<file path="src/rtl/ibex_fp_wb_arbiter_if.sv">
// Write-back bus between LSU/FPU producers, the ID-stage scoreboard consumer and the register file.
// The arbiter takes the slave modport; the environment driving it takes master.
interface ibex_fp_wb_arbiter_if #(
  parameter int unsigned DataWidth = 32,
  parameter int unsigned FifoDepth = 2,
  parameter int unsigned NumRegs   = 32
);
  logic                         lsu_valid_i;
  logic [4:0]                   lsu_waddr_i;
  logic [DataWidth-1:0]         lsu_wdata_i;
  logic                         fpu_valid_i;
  logic                         fpu_ready_o;
  logic [4:0]                   fpu_waddr_i;
  logic [DataWidth-1:0]         fpu_wdata_i;
  logic                         issue_valid_i;
  logic [4:0]                   issue_waddr_i;
  logic [4:0]                   waddr_a_o;
  logic [DataWidth-1:0]         wdata_a_o;
  logic                         we_a_o;
  logic [NumRegs-1:0]           busy_o;
  logic [$clog2(FifoDepth):0]   fifo_count_o;

  modport slave (
    input  lsu_valid_i, lsu_waddr_i, lsu_wdata_i,
    input  fpu_valid_i, fpu_waddr_i, fpu_wdata_i,
    input  issue_valid_i, issue_waddr_i,
    output fpu_ready_o, waddr_a_o, wdata_a_o, we_a_o, busy_o, fifo_count_o
  );

  modport master (
    output lsu_valid_i, lsu_waddr_i, lsu_wdata_i,
    output fpu_valid_i, fpu_waddr_i, fpu_wdata_i,
    output issue_valid_i, issue_waddr_i,
    input  fpu_ready_o, waddr_a_o, wdata_a_o, we_a_o, busy_o, fifo_count_o
  );
endinterface

</file>
<file path="src/rtl/ibex_fp_wb_arbiter.sv">
// Merges LSU loads and buffered FPU results onto the single register-file write port and keeps
// a busy scoreboard of outstanding FPU writes. Define FP_WB_BYPASS_EN to let FPU results skip an empty FIFO.
module ibex_fp_wb_arbiter #(
  parameter int unsigned DataWidth = 32,
  parameter int unsigned FifoDepth = 2,
  parameter int unsigned NumRegs   = 32
) (
  input logic                 clk_i,
  input logic                 rst_i,
  ibex_fp_wb_arbiter_if.slave bus
);

  localparam int unsigned PtrW  = $clog2(FifoDepth);
  localparam int unsigned CntW  = PtrW + 1;
  localparam int unsigned AddrW = 5;

  logic [AddrW-1:0]     r_mem_addr [FifoDepth];
  logic [DataWidth-1:0] r_mem_data [FifoDepth];
  logic [PtrW-1:0]      r_head, r_tail;
  logic [CntW-1:0]      r_count, w_count_d;
  logic                 r_we, w_we_d;
  logic [AddrW-1:0]     r_waddr, w_waddr_d;
  logic [DataWidth-1:0] r_wdata, w_wdata_d;
  logic [NumRegs-1:0]   r_busy, w_busy_d;

  logic w_full, w_empty, w_hs, w_bypass, w_push, w_pop, w_fpu_commit;

  always_comb begin
    w_full   = (r_count == CntW'(FifoDepth));
    w_empty  = (r_count == '0);
    w_hs     = bus.fpu_valid_i & ~w_full;
`ifdef FP_WB_BYPASS_EN
    w_bypass = w_hs & w_empty & ~bus.lsu_valid_i;
`else
    w_bypass = 1'b0;
`endif
    w_push   = w_hs & ~w_bypass;
    w_pop    = ~bus.lsu_valid_i & ~w_empty;
  end

  // Fixed priority: LSU, then FIFO head, then (optionally) a bypassed FPU result.
  always_comb begin
    w_we_d       = 1'b0;
    w_waddr_d    = r_waddr;
    w_wdata_d    = r_wdata;
    w_fpu_commit = 1'b0;
    if (bus.lsu_valid_i) begin
      w_waddr_d = bus.lsu_waddr_i;
      w_wdata_d = bus.lsu_wdata_i;
      w_we_d    = (bus.lsu_waddr_i != '0);
    end else if (w_pop) begin
      w_waddr_d    = r_mem_addr[r_head];
      w_wdata_d    = r_mem_data[r_head];
      w_we_d       = (r_mem_addr[r_head] != '0);
      w_fpu_commit = 1'b1;
    end else if (w_bypass) begin
      w_waddr_d    = bus.fpu_waddr_i;
      w_wdata_d    = bus.fpu_wdata_i;
      w_we_d       = (bus.fpu_waddr_i != '0);
      w_fpu_commit = 1'b1;
    end
  end

  // Clear before set so a same-cycle issue to the committing register keeps it busy.
  always_comb begin
    w_busy_d = r_busy;
    for (int i = 1; i < int'(NumRegs); i++) begin
      if (w_fpu_commit && (w_waddr_d == AddrW'(i))) w_busy_d[i] = 1'b0;
      if (bus.issue_valid_i && (bus.issue_waddr_i == AddrW'(i))) w_busy_d[i] = 1'b1;
    end
    w_busy_d[0] = 1'b0;
  end

  always_comb begin
    unique case ({w_push, w_pop})
      2'b10:   w_count_d = r_count + CntW'(1);
      2'b01:   w_count_d = r_count - CntW'(1);
      default: w_count_d = r_count;
    endcase
  end

  always_ff @(posedge clk_i or posedge rst_i) begin
    if (rst_i) begin
      r_head  <= '0;
      r_tail  <= '0;
      r_count <= '0;
      r_we    <= 1'b0;
      r_waddr <= '0;
      r_wdata <= '0;
      r_busy  <= '0;
    end else begin
      if (w_pop)  r_head <= r_head + PtrW'(1);
      if (w_push) r_tail <= r_tail + PtrW'(1);
      r_count <= w_count_d;
      r_we    <= w_we_d;
      r_waddr <= w_waddr_d;
      r_wdata <= w_wdata_d;
      r_busy  <= w_busy_d;
    end
  end

  // Storage needs no reset: validity is tracked by the pointers and count alone.
  always_ff @(posedge clk_i) begin
    if (w_push) begin
      r_mem_addr[r_tail] <= bus.fpu_waddr_i;
      r_mem_data[r_tail] <= bus.fpu_wdata_i;
    end
  end

  assign bus.fpu_ready_o  = ~w_full;
  assign bus.we_a_o       = r_we;
  assign bus.waddr_a_o    = r_waddr;
  assign bus.wdata_a_o    = r_wdata;
  assign bus.busy_o       = r_busy;
  assign bus.fifo_count_o = r_count;

endmodule

</file>
<file path="src/flat_wrapper.sv">
// flat-port wrapper written by rule: the top's interface ports become plain ports
module ibex_fp_wb_arbiter_flat 
#(
  parameter int unsigned DataWidth = 32,
  parameter int unsigned FifoDepth = 2,
  parameter int unsigned NumRegs   = 32
)
  (clk_i, rst_i, bus_lsu_valid_i, bus_lsu_waddr_i, bus_lsu_wdata_i, bus_fpu_valid_i, bus_fpu_waddr_i, bus_fpu_wdata_i, bus_issue_valid_i, bus_issue_waddr_i, bus_fpu_ready_o, bus_waddr_a_o, bus_wdata_a_o, bus_we_a_o, bus_busy_o, bus_fifo_count_o);
  ibex_fp_wb_arbiter_if #(.DataWidth(DataWidth), .FifoDepth(FifoDepth), .NumRegs(NumRegs)) bus_i ();
  input logic clk_i;
  input logic rst_i;
  input wire logic [$bits(bus_i.lsu_valid_i)-1:0] bus_lsu_valid_i;
  input wire logic [$bits(bus_i.lsu_waddr_i)-1:0] bus_lsu_waddr_i;
  input wire logic [$bits(bus_i.lsu_wdata_i)-1:0] bus_lsu_wdata_i;
  input wire logic [$bits(bus_i.fpu_valid_i)-1:0] bus_fpu_valid_i;
  input wire logic [$bits(bus_i.fpu_waddr_i)-1:0] bus_fpu_waddr_i;
  input wire logic [$bits(bus_i.fpu_wdata_i)-1:0] bus_fpu_wdata_i;
  input wire logic [$bits(bus_i.issue_valid_i)-1:0] bus_issue_valid_i;
  input wire logic [$bits(bus_i.issue_waddr_i)-1:0] bus_issue_waddr_i;
  output wire logic [$bits(bus_i.fpu_ready_o)-1:0] bus_fpu_ready_o;
  output wire logic [$bits(bus_i.waddr_a_o)-1:0] bus_waddr_a_o;
  output wire logic [$bits(bus_i.wdata_a_o)-1:0] bus_wdata_a_o;
  output wire logic [$bits(bus_i.we_a_o)-1:0] bus_we_a_o;
  output wire logic [$bits(bus_i.busy_o)-1:0] bus_busy_o;
  output wire logic [$bits(bus_i.fifo_count_o)-1:0] bus_fifo_count_o;
  assign bus_i.lsu_valid_i = bus_lsu_valid_i;
  assign bus_i.lsu_waddr_i = bus_lsu_waddr_i;
  assign bus_i.lsu_wdata_i = bus_lsu_wdata_i;
  assign bus_i.fpu_valid_i = bus_fpu_valid_i;
  assign bus_i.fpu_waddr_i = bus_fpu_waddr_i;
  assign bus_i.fpu_wdata_i = bus_fpu_wdata_i;
  assign bus_i.issue_valid_i = bus_issue_valid_i;
  assign bus_i.issue_waddr_i = bus_issue_waddr_i;
  assign bus_fpu_ready_o = bus_i.fpu_ready_o;
  assign bus_waddr_a_o = bus_i.waddr_a_o;
  assign bus_wdata_a_o = bus_i.wdata_a_o;
  assign bus_we_a_o = bus_i.we_a_o;
  assign bus_busy_o = bus_i.busy_o;
  assign bus_fifo_count_o = bus_i.fifo_count_o;
  ibex_fp_wb_arbiter #(.DataWidth(DataWidth), .FifoDepth(FifoDepth), .NumRegs(NumRegs)) u_core (.clk_i(clk_i), .rst_i(rst_i), .bus(bus_i));
endmodule
</file>
<file path="config.mk">
export PLATFORM = sky130hd
export DESIGN_NAME = ibex_fp_wb_arbiter_flat
export DESIGN_NICKNAME = d
export VERILOG_FILES = /design/src/rtl/ibex_fp_wb_arbiter_if.sv /design/src/rtl/ibex_fp_wb_arbiter.sv /design/src/flat_wrapper.sv
export SDC_FILE = /design/constraint.sdc
export NUM_CORES = 1
export LEC_CHECK = 0
export CAP_MARGIN = 10
export CORE_MARGIN = 1.5
export CORE_UTILIZATION = 45
export CTS_BUF_LIST = sky130_fd_sc_hd__clkbuf_8
export DETAILED_ROUTE_END_ITERATION = 6
export PLACE_DENSITY = 0.75
export REMOVE_ABC_BUFFERS = 1
export SKIP_LAST_GASP = 1
export SYNTH_ARGS = -nofsm -noshare
export SYNTH_HDL_FRONTEND = slang
export SYNTH_SLANG_ARGS = --single-unit
</file>
<file path="constraint.sdc">
create_clock -name clk_i -period 3.2 [get_ports clk_i]
set_clock_uncertainty 0.2 [all_clocks]
set_input_delay 0.64 -clock clk_i [delete_from_list [all_inputs] [get_ports clk_i]]
set_output_delay 0.64 -clock clk_i [all_outputs]
set_load 0.005 [all_outputs]
</file>
Word-level counts from Yosys, hierarchy flattened
Memory sizes are Yosys's and may differ from the RTL's. Index checks and enable logic that the tools add are counted.

Memories kept: 2. Register bits after elaboration: 73. Bits in writable memories: 74. Input bits: 84. Logic and storage cells: 284.

Multiplexer cells: 73. Equal/unequal tests: 65. Bitwise logic cells: 5. Add/sub/neg operators: 4. Reductions and logical operators: 98.

Memories: u_core.r_mem_data (words 2, width 32, read ports 1, clocked after Yosys merged registers in 0, write ports 1, line ibex_fp_wb_arbiter.sv:18) `logic [DataWidth-1:0] r_mem_data [FifoDepth];`; u_core.r_mem_addr (words 2, width 5, read ports 1, clocked after Yosys merged registers in 0, write ports 1, line ibex_fp_wb_arbiter.sv:17) `logic [AddrW-1:0] r_mem_addr [FifoDepth];`.

Operator list (number): 5-bit equality test (second input constant) (32); 5-bit by 4-bit equality test with 1-bit output (second input constant) (16); 1-bit two-way mux (68); 2-bit nonzero test (33); 32-bit two-way mux (2); 1-bit logical AND (62); 5-bit by 3-bit equality test with 1-bit output (second input constant) (8); 5-bit by 2-bit equality test with 1-bit output (second input constant) (4); 5-bit by 1-bit equality test with 1-bit output (second input constant) (2); 5-bit two-way mux (2); 5-bit nonzero test (2); 2-bit equality test (second input constant) (2); 2-bit case mux with 2 select lines (1); 1-bit inverter (3); 1-bit adder (second input constant) (2); 2-bit by 1-bit adder with 2-bit output (second input constant) (1); 1-bit AND (2); 2-bit by 1-bit equality test with 1-bit output (second input constant) (1); 2-bit zero test (1); 2-bit by 1-bit subtractor with 2-bit output (second input constant) (1).

Depth between registers and ports, before layout
Gate-level depths: netlist (run 1).

Depth after elaboration: 9. Depth in mapped cells: 8.

Worst setup path after synthesis (run 1)
OpenSTA, ideal clock, no wires.

Path kind: flip-flop to flip-flop. From: reg u_core.r_count[0], in the netlist u_core.bus.fifo_count_o[0]. To: mem u_core.r_mem_addr[0][0] (enable). Cell stages (with the launch flop): 5. Period minus slack after synthesis: 2968 ps. Buffers on the path: 1. Path slack: 232 ps. Setup time: 431 ps. Data arrival time: 2337 ps. Required time: 2569 ps. Cells stage by stage: dfrtp_1 -> buf_4 -> nand2b_1 -> nand2_1 -> nor2_1.

Cells in the longest elaborated chain, start to end: 5.

RTL lines: start: declaration (line ibex_fp_wb_arbiter.sv:20) `logic [CntW-1:0] r_count, w_count_d;`; start signal: assignment (line ibex_fp_wb_arbiter.sv:94) `r_count <= w_count_d;`; 2-bit equality test (line ibex_fp_wb_arbiter.sv:29) `w_full = (r_count == CntW'(FifoDepth));`; 1-bit inverter; named net bus_fpu_ready_o (line flat_wrapper.sv:20) `output wire logic [$bits(bus_i.fpu_ready_o)-1:0] bus_fpu_ready_o;`; 1-bit AND (line ibex_fp_wb_arbiter.sv:31) `w_hs = bus.fpu_valid_i & ~w_full;`; 1-bit two-way mux (line ibex_fp_wb_arbiter.sv:104) `if (w_push) begin`; 1-bit two-way mux (implied by the code) (line ibex_fp_wb_arbiter.sv:105) `r_mem_addr[r_tail] <= bus.fpu_waddr_i;`; end: declaration (line ibex_fp_wb_arbiter.sv:17).

The timed path passes the listed nets, and every way through them passes these cells.

Worst setup path after layout (run 1)
From: reg u_core.r_count[0], in the netlist u_core.bus.fifo_count_o[0]. To: out bus_fpu_ready_o.

Cells in the longest elaborated chain, start to end: 2.

RTL lines: 2-bit equality test (line ibex_fp_wb_arbiter.sv:29); 1-bit inverter (line ibex_fp_wb_arbiter.sv:110) `assign bus.fpu_ready_o = ~w_full;`; end: declaration (line flat_wrapper.sv:20).

Every way passes these cells.

==> impl_metrics.csv, run 1 <==
group,metric,value,unit
sta,final_hold_viol_count,0,
place,dp_hpwl,10100,µm
layout,fin_nets,708,
sta,period_minus_slack,2670,ps
clock_tree,clkLatencyLatePin,440,ps
place,pre_cts_ws,619,ps
die,num_rows,42,
layout,multi_input_area,1840,µm²
clock_tree,post_cts_buffers,0,
place,dpl_cell_area,7810,µm²
logic_synthesis,synth-edff-count,74,
logic_synthesis,synthSimpleGateAreaFrac,0.0790,
worst_setup_path,end_kind,"output pin",
worst_setup_path,crit_required,2360,ps
sta,hold_slack,326,ps
sta,worst_pin_slew,762,ps
worst_hold_path,hold_class,"reg -> reg",
logic_synthesis,yosys_warnings,0,
global_route,track_usage,0.209,
logic_synthesis,synth_top_area_cell,"edfxtp_1",
sta,max_freq,0.375,GHz
clock_tree,cts_resized,0,
logic_synthesis,synth.top_cell.area_share,0.367,
die,coreArea,13200,µm²
logic_synthesis,synthCells,469,
routing,vias,4315,
layout,antenna_cells,0,
layout,layout_common_cells,"clkdlybuf4s50_1, edfxtp_1, dfrtp_1",
global_route,grt-busiest-layer,"met2",
sta,min_period_over_period,0.833,
sta,rsz0062_at_grt,"false",
global_route,grt_max_degree,65,
sta,setup_slack,534,ps
worst_setup_path,path_delay_family,"flip-flops",
layout,final_util,0.621,
power,p_clk_frac,0.198,
routing,drc_errors,0,
worst_setup_path,cp_max_fo,9,
place,gp_congestion,0.861,
layout,regArea,4050,µm²
die,fp.dieH,119,µm
power,power.share.combinational,0.367,
global_route,use_met3,0.0541,
die,dieArea,14200,µm²
logic_synthesis,synthFlopType,"edfxtp_1",
routing,drtIter0Drc,351,
power,p_seq_frac,0.435,
clock_tree,cts_max_path_buffers,2,
power,peakVddDrop,0.000409,V
worst_setup_path,slowest_delay,630,ps
worst_setup_path,arrival,1830,ps
clock_tree,cts_max_level,4,
layout,area_delta_synth_final,35.3,%
logic_synthesis,syn_area,6050,µm²
clock_tree,cts.clk_slew.worst_paths,80,ps
logic_synthesis,synthAdderAreaFrac,0.00207,
layout,fin_cells,812,
die,die_w,119,µm
routing,drt_wl_total,14400,µm
global_route,grt_overflow_total,0,
power,power_switching_share,0.330,
logic_synthesis,synth_area_leaders,"edfxtp_1, dfrtp_1, mux2i_1, o21ai_0, o41ai_1",
logic_synthesis,async_flop_share,0.497,
routing,wl_per_cell,17.7,µm
clock_tree,clock-sinks,147,
place,dp.cells,780,
layout,fin_area,8190,µm²
logic_synthesis,synthMuxAreaShare,0.0628,
layout,fillCellCount,1058,
logic_synthesis,synth_xor_area_frac,0.00724,
worst_setup_path,slowest_stage,"dfrtp_1",
layout,final_common_cell,"clkdlybuf4s50_1",
die,start_util,0.459,
power,p_sw,0.00230,W
routing,firstDrtPassIters,4,
global_route,antenna_found_initial,0,
logic_synthesis,synth_seq_cells,147,
clock_tree,cts_buffers,17,
layout,drive_gt1_frac,0.0991,
logic_synthesis,synth.distinct_cells,41,
sta,report.final.slew_viol_count,0,
clock_tree,cts_tree,"yes",
power,internal_power,0.00467,W
logic_synthesis,synth_top_family_by_area,"compound AO/OA/AOI/OAI gates",
global_route,use_met1,0.262,
worst_setup_path,path_buf_inv,1,
global_route,grt_util_met2,0.348,
routing,vias_per_cell,5.31,
clock_tree,holdBufCountCts,0,
sta,setup_viol,0,
worst_setup_path,cp_cell_sequence,"nand2b_1, clkdlybuf4s50_1",
routing,drtAntennaViolNets,0,
power,power.density,850,nW/µm²
job,max-cap-violations,0,
worst_setup_path,crit_type,"reg -> out",
logic_synthesis,syn_area_per_cell,12.9,µm²
clock_tree,clock-root-buffer,"clkbuf_8",
place,port_buffers,155,
status,outcome,"complete, no violations",
logic_synthesis,ys_seq_area_frac,0.669,
logic_synthesis,synth_compound_area_frac,0.150,
die,io_pins,157,
global_route,grt_pass1_vias,4351,
global_route,grt_first_pass_wirelength,22700,µm
power,leakagePower,3.12,nW
worst_setup_path,worstSetupStartpointType,"register",
sta,relSlewSlack,0.492,
==> Yosys cell counts (all sizes together), types with 3 or more instances <==
cell and count:
a21oi 32, nor2 37, edfxtp 74, clkbuf 15
mux2i 35, xnor2 4, a221oi 3, nand2b 8
buf 15, o21ai 68, o41ai 31, nand3 3
or2 3, nand3b 3, inv 6, nand2 39
dfrtp 73
==> layer usage <==
layer	vias to the layer above	part of all wire
met5	-	0
met4	0	0.021
met3	24	0.057
met2	159	0.51
met1	2084	0.41
li1	2048	-
==> final cells by class <==
type	instances	area share
Tap cell	176	0.0269
Inverter	6	0.00321
Clock buffer	17	0.0286
Timing Repair Buffer	165	0.204
Multi-Input combinational cell	286	0.225
Sequential cell	147	0.495
Clock inverter	15	0.0174
==> logic make-up (layout without fill, tap and decap cells) <==
logic type      count (synthesis)  in the layout
mux                            37             37
flops                         147            147
simple gates                  105            105
xor+xnor                        5              5
fa+ha+maj                       1              1
compound gates                137            137
buf+inv                        36            203
other cells                     1              1
==> power by group through the flow <==
stage                     sequential (W)  clock (W)  combinational [W]
final                            0.00303    0.00138            0.00256
after global routing             0.00308    0.00149            0.00280
after global placement           0.00303          0            0.00251
after floorplan                  0.00305          0            0.00119
after detailed placement         0.00306          0            0.00258
after CTS                        0.00303    0.00141            0.00258
==> registers in the layout (all words and copies together) (netlist names) <==
name / cells
u_core.bus.fifo_count_o: 2
u_core.bus.we_a_o: 1
u_core.r_tail: 1
u_core.bus.wdata_a_o: 32
u_core.bus.waddr_a_o: 5
u_core.r_head: 1
u_core.r_mem_addr: 10
u_core.bus.busy_o: 31
u_core.r_mem_data: 64
==> path summary, 6_finish.rpt <==
check / from / endpoint / slack, ps / cells after the start
worst max-delay path: u_core.bus.fifo_count_o[0]$_DFFE_PP0P_ / bus_fpu_ready_o / 530 / 2
worst min-delay path: u_core.bus.busy_o[28]$_DFFE_PP0P_ / u_core.bus.busy_o[28]$_DFFE_PP0P_ / 330 / 2
worst max register to register: u_core.r_head$_DFFE_PP0N_ / u_core.bus.busy_o[1]$_DFFE_PP0P_ / 730 / 5
worst min register to register: u_core.bus.busy_o[28]$_DFFE_PP0P_ / u_core.bus.busy_o[28]$_DFFE_PP0P_ / 330 / 2
max in group asynchronous: rst_i / u_core.bus.busy_o[26]$_DFFE_PP0P_ / 1750 / 3
min in group asynchronous: rst_i / u_core.bus.wdata_a_o[8]$_DFFE_PP0P_ / 420 / 2
==> through the flow <==
step                TNS, ps  total power, W
floorplan             -2300         0.00424
global placement          0         0.00554
detailed placement        0         0.00564
CTS                       0         0.00702
global route              0         0.00737
finish                    0         0.00696
==> worst register-to-register path, cell delays in order, from the launching register on <==
cell and delay, ps:
dfrtp_2 720, mux2i_1 330, o221a_2 240, inv_1 260, o41ai_1 480, o21ai_1 120
Note: power is estimated with default switching activity, not from simulation.
==> run 2: changes to the inputs <==
- PLACE_DENSITY: 0.75 -> 0.78
- clock period: 3.2 -> 2.3 ns (I/O delays scaled with it)
==> run 2 against run 1 <==
  * Sequential power is 36% higher
  * Non-clock buffer count is 13 higher
  * Final cell count grew 1.6%
  * Register-to-register slack got worse by 690 ps
  * Global-route usage fell by 0.15 points
  * Highest routed layer unchanged
  * Cell area increased by 2.8%
  * Clock-buffer cell count unchanged
  * Power is 48% higher
  * Sequential share of layout area fell by 1.3 points
  * Critical path depth up 3
==> impl_metrics.csv, run 2 (synthesized netlist as in run 1, its figures left out) <==
group,metric,value,unit
sta,relSlewSlack,0.617,
worst_setup_path,end_kind,"register",
clock_tree,clkLatencyLatePin,440,ps
layout,area_delta_synth_final,39.1,%
global_route,track_usage,0.207,
global_route,grt_pass1_vias,4538,
die,start_util,0.459,
layout,final_util,0.638,
worst_hold_path,hold_class,"in -> async",
layout,regArea,4050,µm²
clock_tree,clock-root-buffer,"clkbuf_8",
layout,regMostFlops,"u_core.r_mem_data",
sta,hold_slack,240,ps
worst_setup_path,path_delay_family,"simple AND/OR/NAND/NOR gates",
clock_tree,cts_max_path_buffers,2,
job,max-cap-violations,0,
worst_setup_path,crit_required,2400,ps
routing,drt_wl_total,14500,µm
global_route,antenna_found_initial,0,
layout,final_common_cell,"clkdlybuf4s50_1",
worst_setup_path,timing.rr.end,"u_core.bus.busy_o[19]$_DFFE_PP0P_",
sta,period_minus_slack,2260,ps
worst_setup_path,rrSetupSlack,40,ps
global_route,grt_max_degree,74,
worst_setup_path,slowest_stage,"or3_1",
die,fp.dieH,119,µm
die,dieArea,14200,µm²
sta,min_period_over_period,0.981,
routing,drc_errors,0,
worst_setup_path,worstSetupStartpointType,"register",
sta,report.final.slew_viol_count,0,
layout,fin_area,8420,µm²
routing,firstDrtPassIters,5,
global_route,grt_overflow_total,0,
routing,vias,4423,
clock_tree,clock-sinks,147,
worst_setup_path,cp_cell_sequence,"buf_4, mux2i_1, or3_1, o41ai_1, o21ai_0",
worst_setup_path,cp_max_fo,8,
sta,worst_pin_slew,573,ps
die,die_w,119,µm
clock_tree,cts_max_level,4,
routing,wl_per_cell,17.6,µm
place,pre_cts_ws,-42.9,ps
layout,layout_common_cells,"clkdlybuf4s50_1, edfxtp_1, dfrtp_1",
worst_setup_path,cp.depth,5,
layout,antenna_cells,0,
worst_setup_path,crit_type,"reg -> reg",
power,leakagePower,3.23,nW
layout,drive_gt1_frac,0.131,
sta,rsz0062_at_grt,"true",
routing,drtAntennaViolNets,0,
worst_setup_path,slowest_delay,580,ps
worst_setup_path,reg2regPathDepth,5,
layout,fillCellCount,979,
layout,multi_input_area,1870,µm²
clock_tree,cts_buffers,17,
place,dpl_cell_area,7850,µm²
layout,fin_nets,721,
die,coreArea,13200,µm²
power,power.density,1230,nW/µm²
place,port_buffers,155,
layout,largest_reg_flops,64,
global_route,grt_first_pass_wirelength,22700,µm
sta,setup_viol,0,
clock_tree,cts_tree,"yes",
sta,setup_slack,43.7,ps
power,total_power,0.0103,W
worst_setup_path,arrival,2360,ps
status,outcome,"complete, no violations",
place,dp_hpwl,9890,µm
worst_setup_path,reg2reg_from,"u_core.r_head$_DFFE_PP0N_",
die,io_pins,157,
power,peakVddDrop,0.000612,V
routing,vias_per_cell,5.36,
worst_setup_path,path_buf_inv,1,
sta,max_freq,0.443,GHz
routing,drtIter0Drc,254,
place,gp_congestion,0.851,
die,num_rows,42,
sta,final_hold_viol_count,0,
clock_tree,cts.clk_slew.worst_paths,90,ps
run 2: area by class of cell:
class	instances	share of cell area
flip-flops and latches	147	0.482
multi-input cells	286	0.223
repair buffers	178	0.209
clock inverters	15	0.0299
clock buffers	17	0.0278
well taps	176	0.0262
inverters	6	0.00327
run 2: worst max-delay path by stage:
stage	slack (ps)	to	start
after floorplan	-1040	u_core.bus.busy_o[17]$_DFFE_PP0P_	u_core.r_head$_DFFE_PP0N_
after global placement	60	u_core.bus.busy_o[19]$_DFFE_PP0P_	bus_lsu_waddr_i[2]
after detailed placement	-40	u_core.bus.busy_o[19]$_DFFE_PP0P_	bus_lsu_waddr_i[3]
after CTS	40	bus_fifo_count_o[1]	u_core.bus.fifo_count_o[1]$_DFFE_PP0P_
after global routing	-60	u_core.bus.busy_o[1]$_DFFE_PP0P_	u_core.bus.fifo_count_o[0]$_DFFE_PP0P_
final	40	u_core.bus.busy_o[19]$_DFFE_PP0P_	u_core.r_head$_DFFE_PP0N_
run 2: per-layer routing:
metal  wire length [µm]  vias to the layer above  track usage
li1                   -                     2086            -
met1               5900                     2123        0.251
met2               7440                      181        0.352
met3                798                       33       0.0479
met4                388                        0       0.0994
met5                  0                        -            0
run 2: report_power, final:
group | total [W] | leakage [nW] | switching (W) | internal (W)
clock | 0.00241 | 0.241 | 0.000995 | 0.00141
combinational | 0.00381 | 1.43 | 0.00182 | 0.00198
sequential | 0.00412 | 1.56 | 0.000472 | 0.00365
run 2: repair_timing:
action / 4_1_cts / 5_1_grt
endpoints found under the setup margin: 5 / 13
setup buffers: 4 / 2
pin swaps: 1 / 2
hold buffers: 0 / 0
gates resized for setup: 3 / 7
run 2: per-stage QoR:
stage | TNS (ps) | instances
2_1_floorplan | -100410 | 439
3_3_place_gp | 0 | 787
3_5_place_dp | -159 | 787
4_1_cts | 0 | 823
5_1_grt | -273 | 825
6_report | 0 | 825
run 2: worst reg2reg max path, cell delays in order (launching register included):
cell     delay, ps
dfrtp_2        490
buf_4          180
mux2i_1        200
or3_1          580
o41ai_1        320
o21ai_0        160
